--- config.mk ---
export PLATFORM = sky130hd
export DESIGN_NAME = lcd_hd44780_driver
export DESIGN_NICKNAME = d
export VERILOG_FILES = /design/src/rtl/lcd_hd44780_driver.sv
export SDC_FILE = /design/constraint.sdc
export NUM_CORES = 1
export LEC_CHECK = 0
export BUFFER_PORTS_ARGS = -buffer_cell sky130_fd_sc_hd__buf_2
export CORE_ASPECT_RATIO = 1.5
export CORE_MARGIN = 2
export CORE_UTILIZATION = 40
export DETAILED_ROUTE_END_ITERATION = 10
export SKIP_LAST_GASP = 1
export SYNTH_ARGS = -nofsm -noshare
export SYNTH_HDL_FRONTEND = slang
export SYNTH_SLANG_ARGS = --single-unit
export TNS_END_PERCENT = 50
--- constraint.sdc ---
create_clock -name clk -period 5.45 [get_ports clk]
set_input_delay 1.09 -clock clk [delete_from_list [all_inputs] [get_ports clk]]
set_output_delay 1.09 -clock clk [all_outputs]
set_load 0.03 [all_outputs]
--- src/rtl/lcd_hd44780_driver.sv ---
// HD44780 8-bit write-only byte driver: one byte per start, EN strobe, execution wait, done pulse.
// Optional LCD_XFER_CNT_EN adds a 16-bit count of completed transfers on xfer_count.
module lcd_hd44780_driver #(
  parameter int unsigned SETUP_CYC     = 2,
  parameter int unsigned EN_CYC        = 16,
  parameter int unsigned HOLD_CYC      = 2,
  parameter int unsigned EXEC_CYC      = 2000,
  parameter int unsigned LONG_EXEC_CYC = 82000
) (
  input  logic        clk,
  input  logic        reset,
  input  logic [7:0]  data_in,
  input  logic        rs_in,
  input  logic        start,
  output logic        done,
  output logic        busy,
`ifdef LCD_XFER_CNT_EN
  output logic [15:0] xfer_count,
`endif
  output logic [7:0]  LCD_DATA,
  output logic        LCD_RS,
  output logic        LCD_RW,
  output logic        LCD_EN,
  output logic        LCD_ON,
  output logic        LCD_BLON
);

  typedef enum logic [2:0] {IDLE, SETUP, PULSE, HOLD, WAIT} state_t;

  localparam logic [19:0] SETUP_LD = 20'(SETUP_CYC - 1);
  localparam logic [19:0] EN_LD    = 20'(EN_CYC - 1);
  localparam logic [19:0] HOLD_LD  = 20'(HOLD_CYC - 1);
  localparam logic [19:0] EXEC_LD  = 20'(EXEC_CYC - 1);
  localparam logic [19:0] LONG_LD  = 20'(LONG_EXEC_CYC - 1);

  state_t      state;
  logic [19:0] cnt;
  logic        long_exec;

  // Clear display (0x01) and return home (0x02/0x03) need the long execution wait.
  function automatic logic is_long(input logic rs, input logic [7:0] d);
    return !rs && (d == 8'h01 || d[7:1] == 7'b0000001);
  endfunction

  // NOTE: all state is updated with non-blocking assignments so every register
  // samples pre-edge values regardless of statement order in this block.
  always_ff @(posedge clk) begin
    if (reset) begin
      state     <= IDLE;
      cnt       <= '0;
      long_exec <= 1'b0;
      done      <= 1'b0;
      busy      <= 1'b0;
      LCD_EN    <= 1'b0;
      LCD_DATA  <= 8'h00;
      LCD_RS    <= 1'b0;
`ifdef LCD_XFER_CNT_EN
      xfer_count <= '0;
`endif
    end else begin
      done <= 1'b0;
      case (state)
        IDLE: begin
          if (start) begin
            LCD_DATA  <= data_in;
            LCD_RS    <= rs_in;
            long_exec <= is_long(rs_in, data_in);
            cnt       <= SETUP_LD;
            busy      <= 1'b1;
            state     <= SETUP;
          end
        end
        SETUP: begin
          if (cnt == '0) begin
            LCD_EN <= 1'b1;
            cnt    <= EN_LD;
            state  <= PULSE;
          end else begin
            cnt <= cnt - 20'd1;
          end
        end
        PULSE: begin
          if (cnt == '0) begin
            LCD_EN <= 1'b0;
            cnt    <= HOLD_LD;
            state  <= HOLD;
          end else begin
            cnt <= cnt - 20'd1;
          end
        end
        HOLD: begin
          if (cnt == '0) begin
            cnt   <= long_exec ? LONG_LD : EXEC_LD;
            state <= WAIT;
          end else begin
            cnt <= cnt - 20'd1;
          end
        end
        WAIT: begin
          if (cnt == '0) begin
            done  <= 1'b1;
            busy  <= 1'b0;
            state <= IDLE;
`ifdef LCD_XFER_CNT_EN
            xfer_count <= xfer_count + 16'd1;
`endif
          end else begin
            cnt <= cnt - 20'd1;
          end
        end
        default: begin
          LCD_EN <= 1'b0;
          busy   <= 1'b0;
          state  <= IDLE;
        end
      endcase
    end
  end

  assign LCD_RW   = 1'b0;
  assign LCD_ON   = 1'b1;
  assign LCD_BLON = 1'b1;

endmodule

# Yosys cells after proc, flatten, opt, wreduce, memory -nomap -nowiden
# Cells that the tools add are included.
dict set report totals {
  ff_bits 36
  output_inout_bits 15
  word_cells 57
}
dict set report classes {
  add_sub_neg 1
  eq_ne 12
  muxes 19
  n_bitwise 3
  n_reduce_logical 14
}
# cell n
set ops {}
lappend ops {{$mux W20} 5}
lappend ops {{$pmux W20 S5} 1}
lappend ops {{$logic_not A20 Y1} 1}
lappend ops {{$sub A20 B1 Y20 const B} 1}
lappend ops {{$mux W17} 1}
lappend ops {{$mux W3} 5}
lappend ops {{$pmux W3 S5} 1}
lappend ops {{$ne A2 B2 Y1 const B} 6}
lappend ops {{$reduce_and A3 Y1} 3}
lappend ops {{$eq A8 B1 Y1 const B} 1}
lappend ops {{$eq A7 B1 Y1 const B} 1}
lappend ops {{$eq A3 B2 Y1 const B} 2}
lappend ops {{$pmux W1 S3} 2}
lappend ops {{$reduce_or A3 Y1} 2}
lappend ops {{$reduce_and A5 Y1} 1}
lappend ops {{$reduce_bool A5 Y1} 1}
lappend ops {{$mux W1} 4}
lappend ops {{$eq A3 B1 Y1 const B} 1}
lappend ops {{$eq A3 B3 Y1 const B} 1}
lappend ops {{$logic_not A3 Y1} 1}
lappend ops {{$not A1 Y1} 3}
lappend ops {{$reduce_and A2 Y1} 1}
lappend ops {{$reduce_or A2 Y1} 1}
lappend ops {{$logic_and A1 B1 Y1} 1}
lappend ops {{other kinds (2)} 2}

# Longest topological paths before layout
dict set report depth {
  depth_word 4
  ltp_mapped 9
  mapped_depth_nobuf 8
}

# Worst setup path before layout
# No wires, ideal clock.
dict set report synth_path {
  path_type {register -> register}
  start {reg cnt[0]}
  end {reg cnt[14]}
  arrival_time_ns 2.093
  required_time_ns 5.319
  setup_slack_ns 3.226
  stages_incl_launch_ff 10
  synth_period_minus_slack_ns 2.224
  cell_sequence {dfxtp_1 inv_1 ha_1 or4b_1 or3_4 o21ai_2 buf_6 nor2_1 a31oi_1 o22ai_1}
}
dict set report synth_via {
  elab_chain_cells 3
}
# item line
set synth_lines {}
lappend synth_lines {{start, declared} 37} ;# logic [19:0] cnt;
lappend synth_lines {{start signal, assigned} 79} ;# cnt <= cnt - 20'd1;
lappend synth_lines {{start signal, assigned} 88} ;# cnt <= cnt - 20'd1;
lappend synth_lines {{start signal, assigned} 93} ;# cnt <= long_exec ? LONG_LD : EXEC_LD;
lappend synth_lines {{$sub A20 B1 Y20 / $logic_not A20 Y1 (equally long branches)} -}
lappend synth_lines {{$mux W20 (tied with other cells)} 100} ;# if (cnt == '0) begin
lappend synth_lines {{$pmux W20 S5 / $reduce_and A3 Y1 (equally long branches)} -}
# Parallel ways exist; a longest one is shown, timed or not. The select of a mux whose other input is x is not followed.
# A chain may end at the register's enable or synchronous reset.

# Worst setup path in the final report
dict set report layout_path {
  start {reg cnt[0]}
  end {reg cnt[12]}
}
# The elaborated chain is that of the path after synthesis.

==> metrics.txt <==
Clk Latency, worst-skew pair 0.30 ns; Rows 32; top-area cell type share of the netlist area 34.8%; Die H 92.1 um; All-Layer GR Usage 20.4%; Final ANT Viol Nets 0; Fin Setup TNS 0 ns; reg2reg start cnt[0]$_SDFFE_PP0P_; max-cap violations 0; DR WL/cell 16.0 um; slowest cell delay on critical path 0.53 ns; die area 0.00577 mm^2; CTS buffer count 5; synthesized cell area 0.00207 mm^2; worst r2r dst cnt[12]$_SDFFE_PP0P_; CP max stage cell or4b_1; Iteration-0 DRC Markers 102; sequential fraction of the synthesis area 34.8%; Startpoint Class flip-flop; Final Cycle Share 48.3%; initial antenna violation count 0; first-pass GRT wire length 9.19 mm; CTS tree built; pin count of the biggest net entering global routing 27; clock sinks 36; Syn. warnings 0; Main synth FF type dfxtp_1; Post-synth top cells nand2_1 (40), dfxtp_1 (36), nor2_1 (28), a21oi_1 (21); DRT Wirelength 5.58 mm; # setup viols final 0; final slew viol count 0; Critical Path RT 5.63 ns; number of synthesized register bits 36; fin crit period 2.63 ns; Yosys top cell by area dfxtp_1; Top delay family on crit path simple AND/OR/NAND/NOR gates; Crit Path Class flip-flop to flip-flop; layout cells sized above 1 17.1%; status finished clean; port buffer count 23; WHS Path Cells 2; final hold violations 0; GP Congestion 0.893; most numerous cell in the Yosys netlist nand2_1; Setup crit end kind flip-flop; Slew headroom 54.1%; CP arrival 2.81 ns; worst hold endpoint LCD_DATA[6]$_SDFFE_PP0P_; core area 0.00504 mm^2; hold buffer count at CTS 0; top post-synthesis cells by area dfxtp_1 (35%), nand2_1 (7.3%), a21oi_1 (5.1%); EDFF count, synth 0; postcts setup bufs 0; Slew @ Worst Pin 0.687 ns; Antenna Cells 0; routed vias/inst 5.84; synthesized instance count 265; reg-to-reg slack, setup 2.82 ns; FFs w/ async S/R, synth 0%; Starting Density 41.0%; nets 294; vias in the first global route 1921; largest buffer count on any clock path 2; Residual DRC 0; Yosys cell types 52; crit-path max FO 11; hold crit path type flip-flop to flip-flop; total number of vias 2038; Max Clock Freq 380 MHz; DP HPWL 4.22 mm; Worst Reg-to-Reg Cells 8; I/O Pins 27; clock-pin slew on the worst setup and hold paths 0.08 ns; 1st-pass router iterations 4; Chip Width 62.7 um; Root Buffer clkbuf_8; Mapped Avg Cell Area 7.80 um^2; crit-path cells inv_1, ha_1, or4b_1, or3_4, o21ai_2, a211oi_1, xnor2_1, nor2_1; Worst Hold Launch LCD_DATA[6]$_SDFFE_PP0P_; RSZ-0062 raised after global routing false; Area Growth Syn to Fin 10.6%; skew final 0.00900 ns; total congestion overflow 0; CP bufs+invs 1; htree depth 2; post-CTS sizing 0
## worst max-delay path by stage
stage	startpoint	to	slack (ns)	cells after the start
floorplan	cnt[0]$_SDFFE_PP0P_	cnt[14]$_SDFFE_PP0P_	3.23	9
global placement	cnt[0]$_SDFFE_PP0P_	cnt[12]$_SDFFE_PP0P_	2.86	8
detailed placement	cnt[0]$_SDFFE_PP0P_	cnt[12]$_SDFFE_PP0P_	2.84	8
CTS	cnt[0]$_SDFFE_PP0P_	cnt[12]$_SDFFE_PP0P_	2.82	8
global route	cnt[0]$_SDFFE_PP0P_	cnt[12]$_SDFFE_PP0P_	2.68	8
finish	cnt[0]$_SDFFE_PP0P_	cnt[12]$_SDFFE_PP0P_	2.82	8
## cell type report
cell class              count  area, um^2
clock buffers               6        82.6
repair buffers             23         115
flip-flops and latches     36         721
clock inverters             2        15.0
well taps                  68        85.1
inverters                   7        26.3
fillers                   547        2760
multi-input cells         207        1240
## layer usage
| layer | GRT usage [%] | part of all wire, % |
|---|---|---|
| met1 | 20.9 | 37 |
| met2 | 39.2 | 54 |
| met3 | 3.44 | 6.3 |
| met4 | 10.2 | 3.4 |
| met5 | 0 | 0 |
## tightest hold or removal path, cell delays in order, from the launching register on
cell     delay [ns]
dfxtp_1        0.31
nand2_1        0.05
a21oi_1        0.05
## cells in the final DEF (no fill, tap or decap), types with 4 or more instances in the layout
| master | synthesis | layout |
|---|---|---|
| nand2_1 | 40 | 40 |
| dfxtp_1 | 36 | 36 |
| nor2_1 | 28 | 28 |
| buf_2 | 3 | 23 |
| a21oi_1 | 21 | 21 |
| nor3_1 | 9 | 9 |
| xor2_1 | 8 | 8 |
| a31oi_1 | 8 | 8 |
| inv_1 | 7 | 7 |
| o21ai_0 | 7 | 7 |
| xnor2_1 | 7 | 7 |
| nand3_1 | 6 | 6 |
| clkbuf_8 | 0 | 6 |
| o31ai_1 | 5 | 5 |
| or4_1 | 4 | 4 |
| o211ai_1 | 4 | 4 |
| nor4_1 | 4 | 4 |
| a211oi_2 | 4 | 4 |
## per-stage QoR
stage                     std cells  utilization [%]  area (um^2)  hold WS, ns  worst slack [ns]
after global placement          341             43.4         2190        0.444              2.86
after global routing            349             45.3         2290        0.484              2.68
final                           349             45.3         2290        0.452              2.82
after floorplan                 266                -         2070        0.471              3.23
after detailed placement        341             43.4         2190        0.445              2.84
after CTS                       349             45.3         2290        0.456              2.82
## flip-flops by register name (all words and copies together), names as in the netlist
signal and cells:
cnt 20, LCD_DATA 8, state 3, LCD_EN 1, LCD_RS 1, busy 1, done 1, long_exec 1
## cell families after synthesis
kind of cell | count (synthesis) | share of synthesized area [%]
xor+xnor | 15 | 6.35
flops | 36 | 34.8
other cells | 2 | 0.363
simple gates | 111 | 26.4
fa+ha+maj | 2 | 1.21
buf+inv | 23 | 5.26
compound gates | 76 | 25.6
Power is not shown: default switching activity piles up to over one toggle a cycle in this logic, so the estimate is an artifact.
